### config.mk
export PLATFORM = sky130hd
export DESIGN_NAME = ocram_writer_master
export DESIGN_NICKNAME = d
export VERILOG_FILES = /design/src/rtl/ocram_pkg.sv /design/src/rtl/ocram_sample_fifo.sv /design/src/rtl/ocram_writer_master.sv
export SDC_FILE = /design/constraint.sdc
export NUM_CORES = 1
export LEC_CHECK = 0
export CAP_MARGIN = 20
export CORE_UTILIZATION = 54
export CTS_CLUSTER_SIZE = 10
export DETAILED_ROUTE_END_ITERATION = 10
export GPL_ROUTABILITY_DRIVEN = 0
export GPL_TIMING_DRIVEN = 0
export HOLD_SLACK_MARGIN = 0.02
export PLACE_DENSITY = 0.95
export SETUP_SLACK_MARGIN = 0.1
export SYNTH_ARGS = -nofsm -noshare
export SYNTH_HDL_FRONTEND = slang
export SYNTH_HIERARCHICAL = 1
export SYNTH_SLANG_ARGS = --single-unit
### constraint.sdc
create_clock -name clk -period 4.7 [get_ports clk]
set_input_delay 0.94 -clock clk [delete_from_list [all_inputs] [get_ports clk]]
set_output_delay 0.94 -clock clk [all_outputs]
set_load 0.05 [all_outputs]
### src/rtl/ocram_pkg.sv
// Shared types and constants for the OCRAM write master.
// Holds the FSM state encoding, Avalon bus widths and the address alignment helper.
package ocram_pkg;

    localparam int AVM_ADDR_W = 32;
    localparam int AVM_DATA_W = 32;

    typedef enum logic {
        IDLE  = 1'b0,
        WRITE = 1'b1
    } state_t;

    function automatic logic is_word_aligned(input logic [AVM_ADDR_W-1:0] addr);
        return addr[1:0] == 2'b00;
    endfunction

endpackage

### src/rtl/ocram_sample_fifo.sv
// Synchronous sample FIFO with register storage and extended pointers.
// Exposes the head and the entry behind it so the writer can chain writes without a bubble.
module ocram_sample_fifo #(
    parameter int unsigned DEPTH = 4,
    parameter int unsigned WIDTH = 8
) (
    input  logic             clk,
    input  logic             reset,
    input  logic             push,
    input  logic [WIDTH-1:0] push_data,
    input  logic             pop,
    output logic [WIDTH-1:0] head,
    output logic [WIDTH-1:0] next_head,
    output logic             full,
    output logic             empty,
    output logic             more
);
    localparam int unsigned AW = $clog2(DEPTH);

    logic [WIDTH-1:0] mem [DEPTH];
    logic [AW:0]      wr_ptr;
    logic [AW:0]      rd_ptr;
    logic [AW:0]      rd_ptr_inc;
    logic [AW:0]      count;
    logic             do_push;
    logic             do_pop;

    assign rd_ptr_inc = rd_ptr + (AW + 1)'(1);
    assign count      = wr_ptr - rd_ptr;
    assign empty      = (wr_ptr == rd_ptr);
    assign full       = (wr_ptr[AW] != rd_ptr[AW]) && (wr_ptr[AW-1:0] == rd_ptr[AW-1:0]);
    // More than one entry: the second one is valid to read.
    assign more       = (count > (AW + 1)'(1));
    assign head       = mem[rd_ptr[AW-1:0]];
    assign next_head  = mem[rd_ptr_inc[AW-1:0]];

    assign do_push = push && !full;
    assign do_pop  = pop && !empty;

    always_ff @(posedge clk) begin
        if (do_push) begin
            mem[wr_ptr[AW-1:0]] <= push_data;
        end
    end

    always_ff @(posedge clk or posedge reset) begin
        if (reset) begin
            wr_ptr <= '0;
            rd_ptr <= '0;
        end else begin
            if (do_push) begin
                wr_ptr <= wr_ptr + (AW + 1)'(1);
            end
            if (do_pop) begin
                rd_ptr <= rd_ptr_inc;
            end
        end
    end

endmodule

### src/rtl/ocram_writer_master.sv
// Avalon-MM write master: buffers conduit bytes and writes each one as a single byte lane
// into a ring region of the HPS on-chip RAM.
module ocram_writer_master
    import ocram_pkg::*;
#(
    parameter logic [AVM_ADDR_W-1:0] BASE_ADDR  = 32'h0000_0000,
    parameter int unsigned           RING_BYTES = 64,
    parameter int unsigned           FIFO_DEPTH = 4
) (
    input  logic                  clk,
    input  logic                  reset,
    input  logic [7:0]            conduit_data,
    input  logic                  conduit_valid,
    output logic                  conduit_ready,
    output logic [AVM_ADDR_W-1:0] avm_address,
    output logic                  avm_write,
    output logic [AVM_DATA_W-1:0] avm_writedata,
    output logic [3:0]            avm_byteenable,
    input  logic                  avm_waitrequest,
    output logic                  busy,
    output logic [15:0]           wr_count
);
    localparam int unsigned IDX_W = $clog2(RING_BYTES);
    // Low address bits are dropped if a misaligned base slips through.
    localparam logic [AVM_ADDR_W-1:0] BASE =
        is_word_aligned(BASE_ADDR) ? BASE_ADDR : (BASE_ADDR & ~AVM_ADDR_W'(3));

    state_t                  state_q, state_d;
    logic [IDX_W-1:0]        idx_q, idx_d, idx_inc;
    logic [AVM_ADDR_W-1:0]   addr_q, addr_d;
    logic [AVM_DATA_W-1:0]   data_q, data_d;
    logic [3:0]              be_q, be_d;
    logic [15:0]             count_q, count_d;
    logic                    push, pop, full, empty, more;
    logic [7:0]              head, next_head, load_byte;
    logic                    load;
    logic [IDX_W-1:0]        load_idx;

    function automatic logic [AVM_ADDR_W-1:0] ring_addr(input logic [IDX_W-1:0] i);
        return BASE + (AVM_ADDR_W'(i) & ~AVM_ADDR_W'(3));
    endfunction

    ocram_sample_fifo #(
        .DEPTH (FIFO_DEPTH),
        .WIDTH (8)
    ) u_fifo (
        .clk       (clk),
        .reset     (reset),
        .push      (push),
        .push_data (conduit_data),
        .pop       (pop),
        .head      (head),
        .next_head (next_head),
        .full      (full),
        .empty     (empty),
        .more      (more)
    );

    assign conduit_ready = !full;
    assign push          = conduit_valid && conduit_ready;
    assign idx_inc       = idx_q + IDX_W'(1);

    always_comb begin
        state_d   = state_q;
        idx_d     = idx_q;
        count_d   = count_q;
        pop       = 1'b0;
        load      = 1'b0;
        load_idx  = idx_q;
        load_byte = head;
        case (state_q)
            IDLE: begin
                if (!empty) begin
                    load    = 1'b1;
                    state_d = WRITE;
                end
            end
            WRITE: begin
                if (!avm_waitrequest) begin
                    pop      = 1'b1;
                    idx_d    = idx_inc;
                    load_idx = idx_inc;
                    if (count_q != 16'hFFFF) begin
                        count_d = count_q + 16'd1;
                    end
                    // A byte arriving into a single-entry FIFO is forwarded straight from the conduit.
                    if (more || push) begin
                        load      = 1'b1;
                        load_byte = more ? next_head : conduit_data;
                    end else begin
                        state_d = IDLE;
                    end
                end
            end
            default: state_d = IDLE;
        endcase
    end

    assign addr_d = load ? ring_addr(load_idx) : addr_q;
    assign data_d = load ? {4{load_byte}} : data_q;
    assign be_d   = load ? (4'b0001 << load_idx[1:0]) : be_q;

    always_ff @(posedge clk or posedge reset) begin
        if (reset) begin
            state_q <= IDLE;
            idx_q   <= '0;
            addr_q  <= BASE;
            data_q  <= '0;
            be_q    <= '0;
            count_q <= '0;
        end else begin
            state_q <= state_d;
            idx_q   <= idx_d;
            addr_q  <= addr_d;
            data_q  <= data_d;
            be_q    <= be_d;
            count_q <= count_d;
        end
    end

    assign avm_write      = (state_q == WRITE);
    assign avm_address    = addr_q;
    assign avm_writedata  = data_q;
    assign avm_byteenable = be_q;
    assign wr_count       = count_q;
    assign busy           = (state_q == WRITE) || !empty;

endmodule

==> impl_metrics.env <==
export IMPL_run_status="finished clean"
export IMPL_fin_nets=436
export IMPL_synth_top_family_by_area="multiplexers"
export IMPL_grt_max_degree=40
export IMPL_synthDominantCellAreaShare_pct=27.2
export IMPL_htree_num_levels=3
export IMPL_crit_buf_inv=3
export IMPL_synth_area_top_cells="dfrtp_1 27%, edfxtp_1 23%, buf_4 10%"
export IMPL_drv_slew=0
export IMPL_synth_edf_count=32
export IMPL_ys_seq_elements=77
export IMPL_cts_buffers=9
export IMPL_yosys_area_share_adder_pct=3.21
export IMPL_drc_errors=0
export IMPL_pre_cts_ws_ps=1430
export IMPL_initial_core_util_pct=56.4
export IMPL_synth_compound_area_share_pct=2.03
export IMPL_synth_top_cell_by_area="dfrtp_1"
export IMPL_clk_latency_ps=350
export IMPL_vias_per_cell=5.27
export IMPL_fmax_mhz=268
export IMPL_fin_crit_sh_pct=79.3
export IMPL_cp_max_fo=10
export IMPL_setup_viol=0
export IMPL_cts_sinks=77
export IMPL_yosys_area_share_simple_pct=7.96
export IMPL_slew_headroom_pct=47.2
export IMPL_fin_crit_ps=3730
export IMPL_fp_dieW_um=89.5
export IMPL_post_cts_buffers=0
export IMPL_yosysMostFrequentCell="buf_4"
export IMPL_async_reset_ff_share_pct=58.4
export IMPL_crit_path_end_kind="output pin"
export IMPL_synthFlopType="dfrtp_1"
export IMPL_cp_cell_sequence="buf_2 -> inv_1 -> ha_1 -> nand2_1 -> nor2_1 -> nand2b_1 -> clkdlybuf4s50_1"
export IMPL_yosys_top_cells_count="56 x buf_4, 45 x dfrtp_1, 32 x edfxtp_1, 32 x mux2_2, 16 x mux4_2"
export IMPL_hp_class="reg2reg"
export IMPL_final_core_util_pct=72.2
export IMPL_drt_iter0_markers=162
export IMPL_dp_cells=502
export IMPL_cts_tree="done"
export IMPL_cpPeakStageDelay_ps=830
export IMPL_maxCapViolCount=0
export IMPL_antenna_found_initial=0
export IMPL_grt_pass1_wl_mm=13.5
export IMPL_totalWireLength_mm=8.76
export IMPL_worstMarginPinSlew_ps=791
export IMPL_dp_hpwl_mm=6.08
export IMPL_syn_avg_cell_area_um2=13.5
export IMPL_worst_endpoint_required_ps=3760
export IMPL_setup_tns_ps=0
export IMPL_core_area_um2=7330
export IMPL_cp_top_family="buffers and inverters"
export IMPL_path_clk_slew_ps=80
export IMPL_fp_row_count=31
export IMPL_num_io_pins=99
export IMPL_path_class="reg2out"
export IMPL_netlist_area_um2=4140
export IMPL_fin_ws_ps=975
export IMPL_drt_first_pass_iters=4
export IMPL_port_buffers=70
export IMPL_grt_total_usage_pct=23.8
export IMPL_skew_ps=8.24
export IMPL_synth_seq_area_share_pct=50.5
export IMPL_route_vias_total=2728
export IMPL_stdcell_count=518
export IMPL_die_area_um2=8010
export IMPL_antenna_left=0
export IMPL_die_h_um=89.5
export IMPL_netlist_instances=306
export IMPL_yosys_warnings=6
export IMPL_grt_pass1_vias=2670
export IMPL_post_cts_resized=0
export IMPL_hold_buffers=0
export IMPL_root_buffer="clkbuf_8"
export IMPL_area_growth_pct=28.0
export IMPL_arrival_ps=2790
export IMPL_layout_drive_gt1_share_pct=33.2
export IMPL_synth_mux_area_share_pct=19.0
export IMPL_n_antenna_cell=0
export IMPL_cp_start_kind="register"
export IMPL_crit_slowest_cell="clkdlybuf4s50_1"
export IMPL_wire_per_inst_um=16.9
export IMPL_rsz0062_at_grt="no"
export IMPL_hold_violations=0
export IMPL_synthXorXnorAreaFrac_pct=5.26
export IMPL_cts_max_path_buffers=2
export IMPL_grt_overflow_total=0
export IMPL_synth_cell_types=43
-- final cells by class --
| type | instances | area [µm²] |
|---|---|---|
| Clock inverter | 2 | 36.3 |
| Inverter | 13 | 48.8 |
| Timing Repair Buffer | 70 | 701 |
| Multi-Input combinational cell | 183 | 1650 |
| Fill cell | 465 | 2040 |
| Sequential cell | 77 | 2090 |
| Tap cell | 99 | 124 |
| Buffer | 60 | 447 |
| Clock buffer | 14 | 194 |
-- cells by family (layout without fill, tap and decap cells) --
family,after synthesis,in the layout
other,1,28
AOI/OAI and AO/OA,11,11
and+or+nand+nor,57,57
xor gates and xnor gates,24,24
muxes,53,53
adders and majority gates,10,10
buffers and inverters,73,159
DFF,77,77
-- metrics by stage --
step | cell area, µm² | hold WS [ps]
global placement | 5060 | 455
detailed placement | 5060 | 462
floorplan | 4240 | 439
global route | 5290 | 500
finish | 5290 | 472
CTS | 5290 | 473
-- worst register-to-register path, delay by kind of cell, from the launching register on --
kind	cells	cell delay, ps
DFF	1	430
adders and majority gates	1	360
buffers and inverters	4	760
AOI/OAI and AO/OA	2	630
and+or+nand+nor	2	460
muxes	1	280
-- placed cells by master (no fill, tap or decap), types with 3 or more instances in the layout --
cell type / instances
mux2_4: 3
and3_1: 5
nor3_1: 4
ha_1: 9
conb_1: 28
nand2_1: 13
mux4_2: 16
clkdlybuf4s50_1: 70
dfrtp_1: 45
mux2_2: 32
xnor2_1: 9
nand4_1: 5
nor2_1: 6
inv_1: 11
edfxtp_1: 32
xor2_1: 14
clkbuf_8: 12
nor4_1: 4
nand3_1: 7
buf_4: 56
-- per-layer routing --
metal  up-vias  part of all wire, %  global-route usage, %
met1      1354                   40                   28.3
met3        27                  4.9                   5.72
li1       1234                    -                      -
met4         0                  3.2                   12.7
met2       113                   52                   40.2
met5         -                    0                      0
-- worst paths after layout --
check / from / end / slack (ps) / depth (start not counted)
max: u_fifo/rd_ptr[1] / busy / 970 / 7
min: idx_q[5] / idx_q[5] / 470 / 1
max reg2reg: u_fifo/rd_ptr[1] / avm_writedata[28] / 1670 / 10
min reg2reg: idx_q[5] / idx_q[5] / 470 / 1
max in group asynchronous: reset / avm_writedata[27] / 3110 / 2
min in group asynchronous: reset / u_fifo/wr_ptr[2] / 880 / 2
-- flip-flops by register name (all words and copies together), names as in the netlist --
register	cells
avm_address	4
u_fifo/mem	32
avm_byteenable	4
idx_q	6
avm_write	1
wr_count	16
u_fifo/wr_ptr	3
avm_writedata	8
u_fifo/rd_ptr	3
Power is not shown: default switching activity piles up to over one toggle a cycle in this logic, so the estimate is an artifact.
